$ cat src/rtl/demux_sched_pkg.sv
// demux_sched_pkg: shared constants and state encodings for the round-robin demux scheduler
package demux_sched_pkg;
  localparam int NUM_CH = 4;
  localparam int DEF_DW = 8;
  localparam int DEF_CNTW = 16;
  localparam logic [0:0] S_IDLE = 1'b0;
  localparam logic [0:0] S_HOLD = 1'b1;
endpackage

$ cat src/rtl/rr_pick.sv
// rr_pick: first enabled channel at or after ptr, wrapping modulo 4
module rr_pick
  import demux_sched_pkg::*;
(
  input  logic [1:0]        ptr,
  input  logic [NUM_CH-1:0] mask,
  output logic [1:0]        pick,
  output logic              any
);
  logic [2:0] rot;
  logic [1:0] off;
  // rotate the mask so bit 0 is the pointer channel, then take the lowest set bit
  always_comb begin
    rot = 3'({mask, mask} >> ptr);
    off = rot[0] ? 2'd0 : rot[1] ? 2'd1 : rot[2] ? 2'd2 : 2'd3;
    pick = ptr + off;
    any = |mask;
  end
endmodule

$ cat src/rtl/demux_rr_scheduler.sv
// demux_rr_scheduler: holds one item and delivers it to a round-robin chosen enabled channel
module demux_rr_scheduler
  import demux_sched_pkg::*;
#(
  parameter int DW = DEF_DW,
  parameter int CNTW = DEF_CNTW
) (
  input  logic              clk,
  input  logic              rst,
  input  logic              in_valid,
  input  logic [DW-1:0]     in_data,
  output logic              in_ready,
  input  logic [NUM_CH-1:0] chan_en,
  output logic [NUM_CH-1:0] out_valid,
  output logic [DW-1:0]     out_data,
  input  logic [NUM_CH-1:0] out_ready,
  output logic [1:0]        sel,
  output logic              busy,
  output logic [CNTW-1:0]   sent_cnt
);
  logic [0:0] state_q, state_d;
  logic [1:0] ptr_q, ptr_d, tgt_q, tgt_d, pick;
  logic [DW-1:0] data_q, data_d;
  logic [CNTW-1:0] cnt_q, cnt_d;
  logic any, hold, acc, done;
  rr_pick u_pick (.ptr(ptr_q), .mask(chan_en), .pick(pick), .any(any));
  // outputs and next state; the target is latched at capture so chan_en edits never retarget
  always_comb begin
    hold = state_q == S_HOLD;
    in_ready = !hold && any;
    acc = in_valid && in_ready;
    done = hold && out_ready[tgt_q];
    out_valid = hold ? (4'b0001 << tgt_q) : 4'b0000;
    out_data = data_q;
    sel = hold ? tgt_q : ptr_q;
    busy = hold;
    sent_cnt = cnt_q;
    state_d = acc ? S_HOLD : done ? S_IDLE : state_q;
    tgt_d = acc ? pick : tgt_q;
    data_d = acc ? in_data : data_q;
    ptr_d = done ? tgt_q + 2'd1 : ptr_q;
    cnt_d = done ? cnt_q + CNTW'(1) : cnt_q;
  end
  // state registers with asynchronous clear
  always_ff @(posedge clk or posedge rst) begin
    if (rst) begin
      state_q <= S_IDLE;
      ptr_q <= '0;
      tgt_q <= '0;
      data_q <= '0;
      cnt_q <= '0;
    end else begin
      state_q <= state_d;
      ptr_q <= ptr_d;
      tgt_q <= tgt_d;
      data_q <= data_d;
      cnt_q <= cnt_d;
    end
  end
endmodule

$ cat config.mk
export PLATFORM = sky130hd
export DESIGN_NAME = demux_rr_scheduler
export DESIGN_NICKNAME = d
export VERILOG_FILES = /design/src/rtl/demux_sched_pkg.sv /design/src/rtl/rr_pick.sv /design/src/rtl/demux_rr_scheduler.sv
export SDC_FILE = /design/constraint.sdc
export NUM_CORES = 1
export LEC_CHECK = 0
export BUFFER_PORTS_ARGS = -buffer_cell sky130_fd_sc_hd__buf_2
export CAP_MARGIN = 20
export CORE_ASPECT_RATIO = 1.25
export CORE_MARGIN = 4
export CORE_UTILIZATION = 53
export CTS_CLUSTER_DIAMETER = 120
export DETAILED_ROUTE_END_ITERATION = 6
export GPL_ROUTABILITY_DRIVEN = 1
export PLACE_DENSITY = 0.84
export SLEW_MARGIN = 20
export SYNTH_ARGS = -nofsm -noshare
export SYNTH_HDL_FRONTEND = slang
export SYNTH_SLANG_ARGS = --single-unit
$ cat constraint.sdc
create_clock -name clk -period 3.1 [get_ports clk]
set_clock_uncertainty 0.2 [all_clocks]
set_input_delay 0.775 -clock clk [delete_from_list [all_inputs] [get_ports clk]]
set_output_delay 0.775 -clock clk [all_outputs]
set_load 0.005 [all_outputs]
# Word level (Yosys, flattened, before mapping)
# Index checks and enable logic that the tools add are counted.
# Widths: inputs -> output; s select.
# totals
reg_bits	29
wordCells	26
# op_classes
addsub	3
n_lt_le_gt_ge	1
n_shift	2
muxes	9
reduce_logical	6
# op_table
operator	n
$add 16x1->16 const B	1
$shr 8x2->3	1
$mux 2	3
$mux 1	4
$mux 4	1
$reduce_or 4->1	1
$shl 1x2->4 const A	1
$logic_and 1x1->1	3
$lt 2x3->1 const B	1
$add 2x1->2 const B	1
$add 2x2->2	1
$bmux 1 s2	1
$reduce_bool 2->1	1
$logic_not 1->1	1

# Logic depth before layout (Yosys ltp)
# Gate-level depths: netlist (run 1).
# logic_depth
ltp_word	5
mapped_depth	7
mapped_depth_nobuf	7

# Cells and area by module
# A second synthesis (run 1) with hierarchy kept.
# unflattened
hier_cells	138
hier_area_um2	1562.7
# modules_own_cells
module	instances	cells_per_inst	area_each_um2	seq_area_each_um2
demux_rr_scheduler	1	115	1390.1	725.7
rr_pick	1	23	172.7	0.0

# Worst setup path after synthesis (run 1)
# OpenSTA, ideal clock, no wires.
# synth_timing
path_type	input to output
startpoint	input port chan_en[0]
endpoint	output port in_ready
arrival_time_ns	1.173
setup_slack_ns	0.952
cell_stages	2
cell_sequence	nor4_1 nor2_1
# synth_via
elab_chain_cells	2
# synth_rtl
item	line	rtl
from (decl)	demux_rr_scheduler.sv:13	input logic [NUM_CH-1:0] chan_en,
$reduce_or 4->1	rr_pick.sv:17	any = |mask;
$logic_and 1x1->1	demux_rr_scheduler.sv:30	in_ready = !hold && any;
to (decl)	demux_rr_scheduler.sv:12	output logic in_ready,
# Every way passes these cells.

# Worst setup path after layout (run 1)
# Ends and elaborated chain as after synthesis.

==> results, run 1 <==
- The run finished with clean final reports.
- The area share of the largest cell type after synthesis is 0.4797.
- The largest net degree at the start of global routing is 30.
- Of the total synthesized cell area, the portion taken by XOR and XNOR cells is 0.08685.
- The number of cells upsized or downsized after cts is 0.
- The detail route stage leaves a number of antenna-violating nets equal to 0.
- The leakage power summed over all cells is between 0.9 and 1 nW.
- The routed layout has around 1,300 vias.
- The worst hold path class is register to register.
- The footprint of the multi-input gates is ~730 µm².
- In this run the power density over the cells is 814.3 nW/µm².
- In this run the tool buffered the top-level ports with 50 buffer cells.
- The worst setup path is of the input pin to primary output kind.
- The number of hold buffers added after CTS is 0.
- The cell area after technology mapping is ~1500 µm².
- In the synthesized netlist the async set-or-reset flop fraction comes to 1.000.
- In this run the deepest clock path goes through 2 buffers.
- At the end of routability-driven placement, the weighted congestion stood at 0.8423.
- In the post-synthesis netlist, the biggest area contributors are dfrtp_1 48%, mux2_2 8.2%, xnor2_1 8.1%.
- The number of buffers inserted during clock tree synthesis is 5.
- The number of clock sinks is 29.
- The maximum fanout encountered on the critical timing path is 5.
- The number of buffers and inverters on the critical path is 2.
- After synthesis, the largest family of logic cells by area is simple AND/OR/NAND/NOR gates.
- Compared with the post-synthesis result, the final layout area differs by 22.33%.
- The number of nets in the synthesized netlist is approximately 170.
- In this run the clock root is driven by a clkbuf_4.
- TritonCTS built the clock tree.
- The signal on the critical path passes through buf_2, nor4_1, nor2_1, buf_2.
- For the worst setup path, the data arrival time is 1.57 ns.
- Yosys printed 0 warnings.
- The number of hold-slack violations in the final timing report is 0.
- The number of DRC markers after the initial detailed-route iteration is 42.
- The critical path startpoint category is an input pin.
- Setup repair after global routing left no endpoint under its margin.
- The H-tree was split into 2 levels.
- The share of the synthesized area in compound gates (AO/OA/AOI/OAI) was 0.07361.
- The antenna diode instance count is 0.
- Of the total synthesized cell area, the portion taken by AND, OR, NAND and NOR gates is 0.1729.
- The post-layout minimum cycle time is about 2.5 ns.
- Of the post-synthesis cell area, the part taken by muxes is 0.09512.
- The leading register cell type out of synthesis is dfrtp_1.
- The count of different cell masters after synthesis is 32.
- The standard cell with the maximum stage delay on the critical path is nor4_1.
- The via count of the first global-routing pass is around 1,300.
- The I/O pin count is 51.
- In the layout the commonest cells are 50 x buf_2, 29 x dfrtp_1, 15 x nand2_1.
- The normalized max-slew margin is 0.4128.
- Max-cap violations in this run came to 0.
- The estimated wirelength of the detail-placed design is approximately 2600 µm.
- For this configuration, the core starts out at a cell density of 0.5589.
- From bottom edge to top edge, the die measures about 68 µm.
- The largest single stage delay on the critical path is 0.46 ns.
- Of the total synthesized cell area, the portion taken by full adders, half adders and majority gates is 0.04963.
- The number of register bits inferred by synthesis is 29.
- The number of buffers inserted by post-CTS setup repair is 0.
- Timing would allow up to about 390 MHz.
- The pin slew with the least headroom to its limit is a little under 0.9 ns.
- In this design, the largest share of critical-path delay is due to simple AND/OR/NAND/NOR gates.
- After global routing the overflow that remains totals 0.
- Setup violations remaining at the end of the flow were counted as 0.
- The wire length of the first global-routing pass is between 5000 and 6000 µm.
- The count of pins over their slew limit is 0.
- The standard cell core area is between 2000 and 3000 µm².
- Using the TritonRoute via totals, the vias-per-cell ratio works out to ~5.6.
- The share of synthesized area occupied by flip-flops and latches is 0.4797.
- Wires add up to 3358 µm.
- The final period utilization is 0.8225.
- In the final timing run, aggregate negative setup slack is 0 ns.
- The DRC violations left is 0.
- The post-route standard cell area excluding fillers is 1851 µm².
- The most common cell after layout, fill and taps aside is buf_2.
- The clock input transition at the sequential cells of the worst setup and hold paths is approximately 0.09 ns.
- The worst setup path is captured at a primary output.
- In the final routed layout, each cell accounts on average for around 15 µm.
- The layout has roughly 230 filler cells.
- The overall track demand over capacity in global routing is 0.1893.
- In the final layout, the share of cells above drive strength 1 is 0.3706.
- In the final design database the tool counted between 200 and 250 nets.
- In this run, synthesis inferred 0 flip-flops with an integrated enable.
- The later pin in the worst-skew pair is clocked with a latency of between 0.3 and 0.4 ns.
- In the final layout, flip-flops and latches occupy a little over 700 µm².
- The synthesized instance count is about 140.
- Measured along the x axis, the die boundary spans between 50 and 60 µm.
- The area enclosed by the die boundary is roughly 3800 µm².
- After floorplanning, the core was divided into 21 placement rows.
- IR analysis of the VDD net gives a maximum drop of between 0.0004 and 0.0005 V.
- For this run, the detailed router's first-pass iteration total came to 4.
- By instance count, the cell type seen most on the critical path is buf_2.
- A synthesized cell averages 10.65 µm².
- Once placement finished, the instance area stood at approximately 1800 µm².
- STA puts the critical path data required time at between 2 and 2.5 ns.
- The biggest area contributor in the post-synthesis netlist is dfrtp_1.
- The initial antenna violation count is 0.
-- worst paths after layout --
check	from	endpoint	slack [ns]	depth (start not counted)
setup reg to reg	busy	sent_cnt[13]	0.80	4
hold reg to reg	sent_cnt[15]	sent_cnt[15]	0.28	1
max in group asynchronous	rst	sent_cnt[8]	2.01	2
hold / removal	sent_cnt[15]	sent_cnt[15]	0.28	1
setup / recovery	chan_en[0]	in_ready	0.55	4
min in group asynchronous	rst	sent_cnt[15]	0.30	2
-- flip-flops by register name, summed over array words and instances, names as in the netlist --
register and cells:
sent_cnt 16, out_data 8, ptr_q 2, tgt_q 2, busy 1
-- Yosys cell counts (all sizes together) (2+ instances only) --
cell / count
ha: 6
dfrtp: 29
xnor2: 14
nand2b: 3
nand4: 6
buf: 3
o21ai: 3
mux2: 11
nand2: 15
nor3: 3
o22ai: 2
a21oi: 2
mux2i: 2
nand3: 10
inv: 9
nor2: 6
and2: 4
-- layer usage --
layer / part of all wire / up-vias / global-route usage
met5: 0 / - / 0
met2: 0.54 / 52 / 0.3402
met1: 0.38 / 633 / 0.2071
li1: - / 607 / -
met4: 0.0092 / 0 / 0.06383
met3: 0.071 / 6 / 0.07075
-- cells by family (layout without fill, tap and decap cells) --
| kind of cell | after synthesis | after routing |
|---|---|---|
| XOR/XNOR | 15 | 15 |
| AO/OA/AOI/OAI | 15 | 15 |
| flip-flops | 29 | 29 |
| multiplexers | 13 | 13 |
| buffers and inverters | 12 | 67 |
| AND/OR/NAND/NOR | 52 | 52 |
| adder cells (fa/ha/maj) | 6 | 6 |
-- worst register-to-register path: cells and delay by family (launching register included) --
kind                      cells  cell delay [ns]
and+or+nand+nor               2             0.55
AOI/OAI and AO/OA             1             0.69
xor gates and xnor gates      1             0.19
DFF                           1             0.57
-- layout make-up --
cell class	count	area share
clock buffer	7	0.03516
multi-input combinational	101	0.3935
tap	34	0.02299
clock inverter	1	0.002705
timing repair buffer	50	0.1352
inverter	9	0.01826
sequential	29	0.3922
-- where the power goes --
group | switching, mW | total [mW] | internal, mW
combinational | 0.288 | 0.598 | 0.311
sequential | 0.151 | 0.650 | 0.499
clock | 0.127 | 0.258 | 0.131
-- stage by stage --
stage                     total power, mW    util  std cells  setup WS (ns)  hold slack, ns
after floorplan                     1.029       -        142         0.9519          0.2681
after global placement              1.212  0.6579        223         0.5574          0.2581
after detailed placement            1.262  0.6579        223         0.5337          0.2690
after CTS                           1.522  0.6838        231         0.5335          0.2849
after global routing                1.635  0.6838        231         0.4738          0.3158
final                               1.507  0.6838        231         0.5502          0.2822
Power figures use the tool's default switching activity.
==> run 2, diff against run 1 <==
ABC_AREA = 1   (was default)
CORE_UTILIZATION = 46   (was 53)
PLACE_DENSITY = 0.75   (was 0.84)
clock period = 2.21 ns   (was 3.1 ns; I/O delays follow)
==> run 2 against run 1 <==
Clock power rose by 120%. Flip-flop and latch count unchanged. Utilization down 8.4 points. Wire length up 9.3%. Sequential power up 38%. Final cell count up 41%. Non-clock buffer count up 3. Cell area up 15%. Sequential share of layout area down 5.1 points. Global-route usage fell by 2.0 points. Synthesized area grew 13%. Total power increased by 65%. Critical path type is now register to primary output. Highest routed layer unchanged.
==> results, run 2 <==
- The final period utilization is 0.9147.
- The post-detailed-route via-to-cell ratio is 4.748.
- Post-CTS repair changed the size of 0 cells.
- The most frequent cell after synthesis is nand2_1.
- The number of hold-slack violations in the final timing report was 0.
- The mean instance size in the synthesized netlist is between 7 and 8 µm².
- The most common cell after layout, fill and taps aside is nand2_1.
- The footprint of the multi-input gates is 839.6 µm².
- The sum of internal, switching and leakage power is about 2.5 mW.
- The cell area that synthesis handed to floorplanning was about 1700 µm².
- The number of DRC markers after the initial detailed-route iteration is between 50 and 60.
- Walking the worst path, the cells encountered are inv_2, ha_1, nand2_1, inv_1, buf_2.
- The top cell types in the final layout, fill and taps aside, are 96 x nand2_1, 50 x buf_2, 29 x dfrtp_1.
- The die is approximately 76 µm tall.
- After clock tree synthesis, the setup repair step added 0 buffers.
- Of the cells placed in the final design, the portion with a size suffix greater than 1 is 0.2578.
- The power per standard cell area is approximately 1200 nW/µm².
- The count of input and output buffers is 50.
- The remaining global-route overflow is 0.
- The maximum achievable frequency is a little under 500 MHz.
- After detailed routing, the average wire length per cell comes to between 10 and 15 µm.
- The clock network fraction of total power is 0.231.
- The worst hold path class is input pin to async pin.
- The synthesized design contains 29 register bits.
- Setup repair after global routing left no endpoint under its margin.
- After legalization and detailed placement, the total HPWL measured approximately 2700 µm.
- The wire length of the first global-routing pass is 6561 µm.
- The leakage power summed over all cells is approximately 1.2 nW.
- The final worst hold slack is around 0.12 ns.
- In the final design database the tool counted a little over 300 nets.
- The worst setup slack for register-to-register paths is 0.42 ns.
- In this run the deepest clock path goes through 2 buffers.
- Fill cells in the final layout number 340.
- The required time of the critical path is approximately 1.5 ns.
- The detail route stage leaves a number of antenna-violating nets equal to 0.
- The kind of end point of the critical path is a primary output.
- The critical path startpoint category is a register.
- Along the worst path, the maximum fanout reaches 6.
- The die covers roughly 4800 µm².
- The switching share of power is 0.3915.
- The biggest area consumer among synthesized cells is dfrtp_1.
- The clock input transition at the sequential cells of the worst setup and hold paths is 0.07 ns.
- Counting the buffers created by CTS gives 5.
- The worst pin sits at a relative slew slack of 0.7595.
- The repair_antennas step left the layout with diodes totalling 0.
- The net switching power of the design is 0.9718 mW.
- The overall track demand over capacity in global routing is 0.1691.
- The post-layout minimum cycle time is a little over 2 ns.
- The flip-flop count of the largest register, all copies and words added is 16.
- The delay contributed by the slowest stage of the critical path is 0.47 ns.
- For the worst setup path, the data arrival time is around 1.3 ns.
- Setup violations remaining at the end of the flow were counted as 0.
- Of all flip-flops after synthesis, the portion carrying an async set or reset was 1.000.
- Ranked by total cell area, the synthesized netlist is headed by dfrtp_1 43%, nand2_1 21%, inv_1 5.3%.
- The largest individual stage delay along the critical path comes from the cell dfrtp_1.
- The critical path startpoint is tgt_q[0].
- The number of H-tree branching levels is 2.
- Summed over all failing endpoints, the final setup total negative slack is 0 ns.
- The number of cells in the finished layout apart from fillers is between 300 and 400.
- The number of nets in the synthesized netlist is approximately 260.
- The total area inside the core boundary comes to 3543 µm².
- The clock tree from TritonCTS is yes.
- The critical path is of the register to primary output type.
- The most used flip-flop cell after synthesis is dfrtp_1.
- The count of pins over their slew limit is 0.
- The initialized floorplan defines 24 standard-cell rows.
- During I/O placement, the number of pins put on the boundary was just over 50.
- The clock latency on the worst-skew pair is between 0.2 and 0.3 ns.
- For this run, design rule violations remaining after detail routing come to 0.
- The number of hold buffers added after CTS is 0.
- The share of synthesized area in the top cell type comes to 0.4252.
- The startpoint identified for the worst register-to-register timing path is sent_cnt[0].
- The horizontal die dimension is ~62 µm.
- The total number of vias is approximately 1,500.
- The root buffer cell is clkbuf_8.
- The internal power of the cells totals 1.510 mW.
- The worst-case IR drop observed on VDD is 0.0006888 V.
- The part of the power in combinational logic is 0.408.
- The synthesized instance count is about 230.
- The initial antenna violation count is 0.
- The effective utilization at floorplan is 0.4816.
- The detailed-router iteration count before antenna repair is 4.
- The instance count after placement with tap cells included is between 300 and 400.
- From synthesis to final layout, the design area changed by 24.49%.
- The sequential group share of total power is 0.361.
- The share of synthesized area occupied by flip-flops and latches is 0.4252.
- The Yosys step of the flow raised 0 warnings.
- The pin slew with the least headroom to its limit is 0.3607 ns.
- Summed over all layers, the routed wires come to 3670 µm.
- The area taken by flip-flops and latches is about 730 µm².
- The count of different cell masters after synthesis is 26.
- The reported max-cap violation count is 0.
- The weighted congestion at the end of routability-driven global placement is 0.8277.
- Entering global routing, the biggest net connects 30 pins.
- The cell family contributing the most delay on the critical path is flip-flops.
- The via count of the first global-routing pass was between 1,500 and 2,000.
- The endpoint of the lowest-slack register-to-register path is sent_cnt[14].
- The clock drives 29 sinks.
- The number of buffers and inverters on the critical path is 3.
- The commonest cells after synthesis are 96 x nand2_1, 29 x dfrtp_1, 24 x inv_1.
- The flow ran to the end, and the final reports show no timing, DRC or antenna violations.
- The synthesized design contains 0 enable-type register cells.
- The length in cells of the worst reg-to-reg path is 8.
## run 2: worst register-to-register path: cells and delay by family, from the launching register on
| kind | cells | cell delay [ns] |
|---|---|---|
| adder cells (fa/ha/maj) | 1 | 0.30 |
| AND/OR/NAND/NOR | 6 | 0.65 |
| buffers and inverters | 1 | 0.08 |
| flip-flops | 1 | 0.46 |
## run 2: how the worst max path moves through the flow
stage                   endpoint  slack [ns]  depth (start not counted)
global placement        tgt_q[0]        0.29                          7
detailed placement      tgt_q[0]        0.27                          7
CTS                 out_valid[0]        0.17                          5
floorplan               tgt_q[1]        0.51                         10
global route        out_valid[0]        0.10                          5
finish              out_valid[0]        0.19                          5
## run 2: layer usage
metal,up-vias,wire [µm],GRT usage
met2,37,1828,0.3084
met4,0,73,0.06843
met5,-,0,0
met1,682,1581,0.1810
met3,10,186,0.04720
li1,819,-,-
## run 2: kinds of logic after synthesis
logic type / count (synthesis) / synth area share
adder cells (fa/ha/maj): 6 / 0.04399
AO/OA/AOI/OAI: 16 / 0.04985
flip-flops: 29 / 0.4252
XOR/XNOR: 10 / 0.06012
buffers and inverters: 33 / 0.08284
AND/OR/NAND/NOR: 137 / 0.3380
## run 2: metrics by stage
step                worst slack [ns]  utilization  cell area (µm²)
finish                        0.1886       0.5996             2125
global route                  0.1044       0.5996             2125
CTS                           0.1658       0.5996             2125
detailed placement            0.2704       0.5657             2004
global placement              0.2925       0.5657             2004
floorplan                     0.5127            -             1707
## run 2: power groups by stage
stage | Sequential (mW) | Combinational, mW | Clock, mW
5_1_grt | 0.927 | 1.17 | 0.614
3_5_place_dp | 0.903 | 1.02 | 0
3_3_place_gp | 0.900 | 0.999 | 0
2_1_floorplan | 0.866 | 0.698 | 0
6_report | 0.895 | 1.01 | 0.574
4_1_cts | 0.897 | 1.03 | 0.584
## run 2: final cells by class
type | instances | share of cell area
flip-flops and latches | 29 | 0.3416
inverters | 28 | 0.04947
multi-input cells | 169 | 0.3952
repair buffers | 53 | 0.1343
clock inverters | 2 | 0.01767
clock buffers | 6 | 0.03887
well taps | 39 | 0.02297
